===== src/rtl/ifmap_row_feeder_if.sv =====
// Pixel-in / tagged-word-out stream bundle of the IFMap row feeder.
interface ifmap_row_feeder_if #(
    parameter int IFMAP_WIDTH = 18
);
    logic                   pix_valid;
    logic [IFMAP_WIDTH-3:0] pix_data;
    logic                   pix_ready;
    logic                   ifmap_ready;
    logic                   ifmap_wen;
    logic [IFMAP_WIDTH-1:0] ifmap_dout;

    modport master (
        input  pix_valid, pix_data, ifmap_ready,
        output pix_ready, ifmap_wen, ifmap_dout
    );

    modport slave (
        output pix_valid, pix_data, ifmap_ready,
        input  pix_ready, ifmap_wen, ifmap_dout
    );
endinterface


===== src/rtl/ifmap_row_feeder.sv =====
// Tags raw pixels with start/end-of-row flags and frames num_rows x row_len per start.
// Latency: pixel accepted in cycle N is written to the IFMap FIFO in cycle N+1 at the earliest.
// Backpressure: ifmap_ready low holds the output word and drops pix_ready; nothing is lost or repeated.
module ifmap_row_feeder #(
    parameter int IFMAP_WIDTH  = 18,
    parameter int ROW_LEN_SIZE = 8,
    parameter int ROW_CNT_SIZE = 8
) (
    input  logic                    clk,
    input  logic                    rst,
    input  logic                    start,
    input  logic [ROW_LEN_SIZE-1:0] row_len,
    input  logic [ROW_CNT_SIZE-1:0] num_rows,
    ifmap_row_feeder_if.master      bus,
    output logic                    busy,
    output logic                    done
);
    typedef enum logic [1:0] {IDLE, STREAM, DRAIN, DONE} state_t;

    state_t                  state;
    logic [ROW_LEN_SIZE-1:0] row_len_q;
    logic [ROW_CNT_SIZE-1:0] num_rows_q;
    logic [ROW_LEN_SIZE-1:0] col_cnt;
    logic [ROW_CNT_SIZE-1:0] row_cnt;
    logic                    out_vld;
    logic [IFMAP_WIDTH-1:0]  out_word;

    logic [ROW_LEN_SIZE-1:0] last_col;
    logic [ROW_CNT_SIZE-1:0] last_row;
    logic                    pix_ready;
    logic                    ifmap_wen;
    logic                    accept;
    logic                    col_end;
    logic                    frame_end;

    assign last_col  = row_len_q - ROW_LEN_SIZE'(1);
    assign last_row  = num_rows_q - ROW_CNT_SIZE'(1);
    assign col_end   = (col_cnt == last_col);
    assign frame_end = col_end && (row_cnt == last_row);

    // The single output register may refill in the same cycle it drains.
    assign pix_ready = (state == STREAM) && (!out_vld || bus.ifmap_ready);
    assign ifmap_wen = out_vld && bus.ifmap_ready;
    assign accept    = bus.pix_valid && pix_ready;

    assign bus.pix_ready  = pix_ready;
    assign bus.ifmap_wen  = ifmap_wen;
    assign bus.ifmap_dout = out_word;

    always_ff @(posedge clk) begin
        if (rst) begin
            state      <= IDLE;
            row_len_q  <= '0;
            num_rows_q <= '0;
            col_cnt    <= '0;
            row_cnt    <= '0;
            out_vld    <= 1'b0;
            out_word   <= '0;
            busy       <= 1'b0;
            done       <= 1'b0;
        end else begin
            done <= 1'b0;
            case (state)
                IDLE: begin
                    if (start) begin
                        row_len_q  <= row_len;
                        num_rows_q <= num_rows;
                        col_cnt    <= '0;
                        row_cnt    <= '0;
                        // An empty frame skips straight to the done pulse.
                        if (row_len == '0 || num_rows == '0) begin
                            state <= DONE;
                            done  <= 1'b1;
                        end else begin
                            state <= STREAM;
                            busy  <= 1'b1;
                        end
                    end
                end
                STREAM: begin
                    if (accept && frame_end) begin
                        state <= DRAIN;
                    end
                end
                DRAIN: begin
                    if (!out_vld || ifmap_wen) begin
                        state <= DONE;
                        busy  <= 1'b0;
                        done  <= 1'b1;
                    end
                end
                default: begin
                    state <= IDLE;
                end
            endcase

            if (accept) begin
                out_word <= {(col_cnt == '0), col_end, bus.pix_data};
                out_vld  <= 1'b1;
                if (col_end) begin
                    col_cnt <= '0;
                    row_cnt <= row_cnt + ROW_CNT_SIZE'(1);
                end else begin
                    col_cnt <= col_cnt + ROW_LEN_SIZE'(1);
                end
            end else if (ifmap_wen) begin
                out_vld <= 1'b0;
            end
        end
    end
endmodule


===== src/flat_wrapper.sv =====
// flat-port wrapper written by rule: the top's interface ports become plain ports
module ifmap_row_feeder_flat 
#(
    parameter int IFMAP_WIDTH  = 18,
    parameter int ROW_LEN_SIZE = 8,
    parameter int ROW_CNT_SIZE = 8
)
  (clk, rst, start, row_len, num_rows, busy, done, bus_pix_valid, bus_pix_data, bus_ifmap_ready, bus_pix_ready, bus_ifmap_wen, bus_ifmap_dout);
  ifmap_row_feeder_if #(.IFMAP_WIDTH(IFMAP_WIDTH)) bus_i ();
  input  logic clk;
  input  logic rst;
  input  logic start;
  input  logic [ROW_LEN_SIZE-1:0] row_len;
  input  logic [ROW_CNT_SIZE-1:0] num_rows;
  output logic busy;
  output logic done;
  input wire logic [$bits(bus_i.pix_valid)-1:0] bus_pix_valid;
  input wire logic [$bits(bus_i.pix_data)-1:0] bus_pix_data;
  input wire logic [$bits(bus_i.ifmap_ready)-1:0] bus_ifmap_ready;
  output wire logic [$bits(bus_i.pix_ready)-1:0] bus_pix_ready;
  output wire logic [$bits(bus_i.ifmap_wen)-1:0] bus_ifmap_wen;
  output wire logic [$bits(bus_i.ifmap_dout)-1:0] bus_ifmap_dout;
  assign bus_i.pix_valid = bus_pix_valid;
  assign bus_i.pix_data = bus_pix_data;
  assign bus_i.ifmap_ready = bus_ifmap_ready;
  assign bus_pix_ready = bus_i.pix_ready;
  assign bus_ifmap_wen = bus_i.ifmap_wen;
  assign bus_ifmap_dout = bus_i.ifmap_dout;
  ifmap_row_feeder #(.IFMAP_WIDTH(IFMAP_WIDTH), .ROW_LEN_SIZE(ROW_LEN_SIZE), .ROW_CNT_SIZE(ROW_CNT_SIZE)) u_core (.clk(clk), .rst(rst), .start(start), .row_len(row_len), .num_rows(num_rows), .bus(bus_i), .busy(busy), .done(done));
endmodule

===== config.mk =====
export PLATFORM = sky130hd
export DESIGN_NAME = ifmap_row_feeder_flat
export DESIGN_NICKNAME = d
export VERILOG_FILES = /design/src/rtl/ifmap_row_feeder_if.sv /design/src/rtl/ifmap_row_feeder.sv /design/src/flat_wrapper.sv
export SDC_FILE = /design/constraint.sdc
export NUM_CORES = 1
export LEC_CHECK = 0
export ABC_AREA = 1
export BUFFER_PORTS_ARGS = -buffer_cell sky130_fd_sc_hd__buf_2
export CORE_ASPECT_RATIO = 0.75
export CORE_UTILIZATION = 40
export CTS_BUF_LIST = sky130_fd_sc_hd__clkbuf_8
export DETAILED_ROUTE_END_ITERATION = 12
export HOLD_SLACK_MARGIN = 0.03
export SLEW_MARGIN = 30
export SYNTH_ARGS = -nofsm -noshare
export SYNTH_HDL_FRONTEND = slang
export SYNTH_SLANG_ARGS = --single-unit

===== constraint.sdc =====
create_clock -name clk -period 2.8 [get_ports clk]
set_clock_uncertainty 0.2 [all_clocks]
set_input_delay 0.14 -clock clk [delete_from_list [all_inputs] [get_ports clk]]
set_output_delay 0.14 -clock clk [all_outputs]
set_load 0.01 [all_outputs]

# After elaboration in Yosys (flattened, before gate mapping)
# Cells that the tools add are included.
# word_totals
register_bits,55
inputBits,37
# op_classes
add_sub_neg,4
n_eq_ne,8
mux,23
n_reduce_logical,21
# ops
operator,count
two-way mux 8 bit,8
zero test 8 bit,3
"adder 8 x 1 -> 8 bit, second input constant",2
== test 8 bit,2
"subtractor 8 x 1 -> 8 bit, second input constant",2
two-way mux 1 bit,8
two-way mux 2 bit,4
nonzero test 2 bit,4
"!= test 2 bit, second input constant",3
case mux 2 bit (3 select lines),1
logical AND 1 bit,5
case mux 1 bit (2 select lines),2
AND reduction 2 bit,2
AND reduction 4 bit,1
logical OR 1 bit,3
AND reduction 3 bit,1
"== test 2 x 1 -> 1 bit, second input constant",1
"== test 2 bit, second input constant",1
zero test 2 bit,1
"!= test 2 x 1 -> 1 bit, second input constant",1
zero test 1 bit,1

# Longest topological paths before layout
# logic_depth
ltp_word,7
mapped_depth,15

# Worst setup path after synthesis
# Ideal clock, no wire load.
# synth_timing
kind,flip-flop to flip-flop
from,register u_core.row_len_q[0]
to,register u_core.state[1]
setup_ps,115
arrival_time_ps,1627
t_required_ps,2485
path_slack_ps,858
stages_incl_launch_ff,11
period_less_slack_ps,1942
cell_sequence,dfxtp_1 inv_2 ha_1 xor2_1 nand3_1 nor2_4 nand4_4 o21bai_2 nand3_1 nand2_1 nor2_1
# synth_via
elab_chain_len,6
# synth_rtl
item,line_no,source
start: declaration,ifmap_row_feeder.sv:21,logic [ROW_LEN_SIZE-1:0] row_len_q;
start signal: assignment,ifmap_row_feeder.sv:66,row_len_q <= row_len;
subtractor 8 x 1 -> 8 bit,ifmap_row_feeder.sv:36,assign last_col = row_len_q - ROW_LEN_SIZE'(1);
== test 8 bit,ifmap_row_feeder.sv:38,assign col_end = (col_cnt == last_col);
logical AND 1 bit,ifmap_row_feeder.sv:39,assign frame_end = col_end && (row_cnt == last_row);
logical AND 1 bit,ifmap_row_feeder.sv:81,if (accept && frame_end) begin
!= test 2 bit (no source line),--,
AND reduction 3 bit (no source line),--,
end signal: assignment,ifmap_row_feeder.sv:82,state <= DRAIN;
end signal: assignment,ifmap_row_feeder.sv:87,state <= DONE;
end signal: assignment,ifmap_row_feeder.sv:93,state <= IDLE;
end: declaration,ifmap_row_feeder.sv:20,state_t state;
# Every way passes these cells.
# A chain may end at the register's enable or synchronous reset.

# Worst setup path after layout
# layout_timing
from,register u_core.row_len_q[0]
to,register u_core.row_cnt[6]
# layout_via
elab_chain_len,4
# layout_rtl
item,line_no,source
subtractor 8 x 1 -> 8 bit,ifmap_row_feeder.sv:36,
== test 8 bit,ifmap_row_feeder.sv:38,
two-way mux 8 bit,ifmap_row_feeder.sv:100,if (col_end) begin
two-way mux 8 bit,ifmap_row_feeder.sv:97,if (accept) begin
end signal: assignment,ifmap_row_feeder.sv:102,row_cnt <= row_cnt + ROW_CNT_SIZE'(1);
end: declaration,ifmap_row_feeder.sv:24,logic [ROW_CNT_SIZE-1:0] row_cnt;
# Every way passes these cells.

==> summary.txt <==
Placement
  • Placed Cells incl. Taps: 604
  • RePlAce Congestion: just under 0.9
  • Hpwl dp: 5.48 mm
  • Port bufs: 58

Critical path
  • Reg2reg end: u_core.row_cnt[6]
  • Crit-path cells: inv_2 > ha_1 > xor2_1 > nand2_1 > nor3_2 > nand2_2 > nand2_1 > nand2_1 > nand2_1 > a21oi_1
  • Worst r2r path cells: 10
  • Crit path DAT: ~2.2 ns
  • CP peak stage delay: just under 0.4 ns
  • CP Launch Point: u_core.row_len_q[0]
  • Reg2reg setup slack: approximately 0.63 ns
  • Max FO, Critical Path: 7
  • Slowest stage cell, crit path: dfxtp_1
  • CP most frequent cell: nand2_1
  • Worst Path Required: between 2 and 3 ns
  • R2r startpoint: u_core.row_len_q[0]
  • WS Path Type: reg2reg
  • Element type at the critical path end: register
  • Critical path startpoint category: register

Clocking
  • Post-CTS Resized: 0
  • Cts hold-fix bufs: 34
  • Longest Clk Path Bufs: 2
  • Inserted Clock Buffers: 5
  • CTS tree: built
  • Clk Latency, worst-skew pair: approximately 0.32 ns
  • Clk sink count: 55
  • Postcts setup bufs: 0
  • Clock slew at reported path FFs: 0.12 ns
  • CTS Root Cell: clkbuf_8
  • H-Tree Depth: 2

STA
  • Unrepaired setup endpoints after global routing: false
  • # setup viols final: 0
  • Worst rel slew slack: 0.501
  • Post-route minimum period: 2.17 ns
  • Final hold slack: around 0.089 ns
  • Final period utilization: 0.776
  • Measured slew at the worst slew-check pin: approximately 0.75 ns
  • Max-slew violation count: 0
  • Setup tns final: 0 ns
  • Fin. Hold Viols: 0
  • Fmax: 460 MHz

Power
  • Tot Pwr: approximately 2.9 mW
  • Psw: 1.24 mW
  • Sequential power share: 0.363
  • Peak VDD IR: around 0.30 mV
  • Sw Ratio: 0.434
  • Clock share of power: 0.169
  • Combinational Power Share: 0.468
  • Leak: 1.77 nW
  • Internal: 1.62 mW
  • Pwr/cell area: around 730 mW/mm^2

Outcome
  • Status: finished clean

Final layout
  • Register area: 0.00110 sq mm
  • Area grow syn2layout: 27.5%
  • Area of the multi-input gates: roughly 0.0017 sq mm
  • Fin util: 0.529
  • N_diodes: 0
  • # fillers: 765
  • Fin nets: 590
  • Layout cell share with drive strength beyond 1: 0.172
  • Finished Layout Cells: roughly 650

Route
  • Post-DR wirelength/cell: approximately 12 um
  • Vias post-DR: slightly above 3000
  • Total iterations of the first detailed-routing run: 4
  • 1st-iter DRT viols: 124
  • DRC violations left: 0
  • Vias per cell: 4.76
  • WL final: 7.76 mm
  • Antenna Nets Post-Route: 0

GRT
  • GRT Overall Usage: 0.209
  • Antenna violations before repair: 0
  • GRT Max-Usage Layer: met2
  • Grt ovf: 0
  • Met3 Track Usage GR: 0.0342
  • First-pass GRT wire length: approximately 13 mm
  • M1 GR Usage: 0.289
  • Largest net degree at the start of global routing: 31
  • Met2 usage: 0.338
  • Vias in the first global route: approximately 2900

Synth
  • FFs w/ async S/R, synth: 0
  • Netlist cell types: 34
  • Post-synth EDFFs: 0
  • Post-synth top area share: 0.360
  • Ys Warns: 0
  • Cells after Synth: around 450
  • Seq/Total Area, Yosys: 0.360
  • Yosys reg bits: 55
  • Top post-synthesis cells by area: dfxtp_1 36%, nand2_1 16%, a21oi_1 7.2%
  • Post-synth top flop: dfxtp_1
  • Syn_nets: 499
  • Mean Syn Cell Area: 6.75 sq um
  • Cell taking the most area after synthesis: dfxtp_1
  • Synthesized area: 0.00306 sq mm

Die
  • Die X: about 100 um
  • Cell row count: 27
  • IO Pins: 59
  • Die height: between 70 and 80 um
  • Area of the core: roughly 0.0074 sq mm
  • Die ar.: around 0.008 sq mm
  • Initial Util: 0.415

Min path
  • Worst hold path endpoint: u_core.row_cnt[4]
  • Hold Path Depth: 3
  • Type of the worst min-delay path: in2reg
  • HP Start: rst

Job
  • Max Cap Violations: 0
## power by group through the flow
stage               clock (mW)  sequential, mW  combinational [mW]
CTS                      0.502            1.04                1.34
global placement             0            1.05                1.29
finish                   0.484            1.04                1.34
floorplan                    0            1.06               0.972
detailed placement           0            1.06                1.30
global route             0.523            1.06                1.55
## flip-flops by register name, summed over array words and instances, names as in the netlist
| register | count |
|---|---|
| u_core.row_cnt | 8 |
| u_core.busy | 1 |
| u_core.done | 1 |
| u_core.state | 2 |
| u_core.num_rows_q | 8 |
| u_core.row_len_q | 8 |
| u_core.col_cnt | 8 |
| u_core.bus.ifmap_dout | 18 |
| u_core.out_vld | 1 |
## per-stage QoR
step | cell area, sq um | worst slack [ns]
final | 3900 | 0.626
after floorplan | 3060 | 0.858
after CTS | 3900 | 0.625
after global routing | 3900 | 0.358
after detailed placement | 3460 | 0.641
after global placement | 3460 | 0.696
## layout make-up
type,instances,share of cell area
Clock buffer,5,0.0177
Clock inverter,3,0.00738
Inverter,45,0.0433
Multi-Input combinational cell,340,0.445
Sequential cell,55,0.283
Tap cell,101,0.0324
Timing Repair Buffer,97,0.171
## metal layers
metal  up-vias  wire [um]
met5         -          0
met4         0         62
met3         6        282
met2        51       3330
met1      1371       4090
li1       1650          -
## worst max-delay path: cells and delay by family (launching register included)
kind            cells  cell delay (ns)
compound gates      1             0.05
buf+inv             1             0.09
flops               1             0.39
fa+ha+maj           1             0.32
simple gates        6             0.84
xor+xnor            1             0.17
## cell usage after synthesis (2+ instances only)
cell and n:
nand3_1 36, nor2_2 2, a211oi_1 2, o31ai_1 2, nor4_1 5, nor3_1 3, nand2_2 4, o21ai_0 24
xor2_1 12, nand4_1 4, dfxtp_1 55, inv_2 3, a21oi_2 3, xnor2_1 4, or2_2 3, nor2_4 3
a21oi_1 44, nor2_1 39, inv_1 42, ha_1 9, nand2_1 128, buf_2 3, a31oi_1 2, clkbuf_1 10
a21boi_0 2
## worst max-delay path by stage
stage,slack (ns),endpoint,cells after the start
after floorplan,0.86,u_core.state[1],10
after global placement,0.70,u_core.state[0],10
after detailed placement,0.64,u_core.row_cnt[7],10
after CTS,0.62,u_core.row_cnt[7],10
after global routing,0.36,u_core.state[1],14
final,0.63,u_core.row_cnt[6],10
## cell usage in the layout, fill, tap and decap left out, drive strengths merged
cell and n:
a21oi 47, inv 46, ha 9, nand3 37
nand4 5, buf 63, nand3b 1, clkbuf 5
a21boi 2, xor2 12, nor3 4, nor2 44
clkinv 2, a31oi 2, o22ai 1, a22oi 1
a211oi 2, nor4 5, o21bai 2, xnor2 4
nand2 132, o31ai 2, or2 3, and2 1
o21ai 24, dlygate4sd3 34, dfxtp 55
## kinds of logic after synthesis
group / count (synthesis) / share of synthesized area
DFF: 55 / 0.360
and+or+nand+nor: 232 / 0.336
xor gates and xnor gates: 16 / 0.0458
buffers and inverters: 58 / 0.0724
adders and majority gates: 9 / 0.0368
AOI/OAI and AO/OA: 83 / 0.149
No activity file was read; power rests on OpenSTA's default activity.
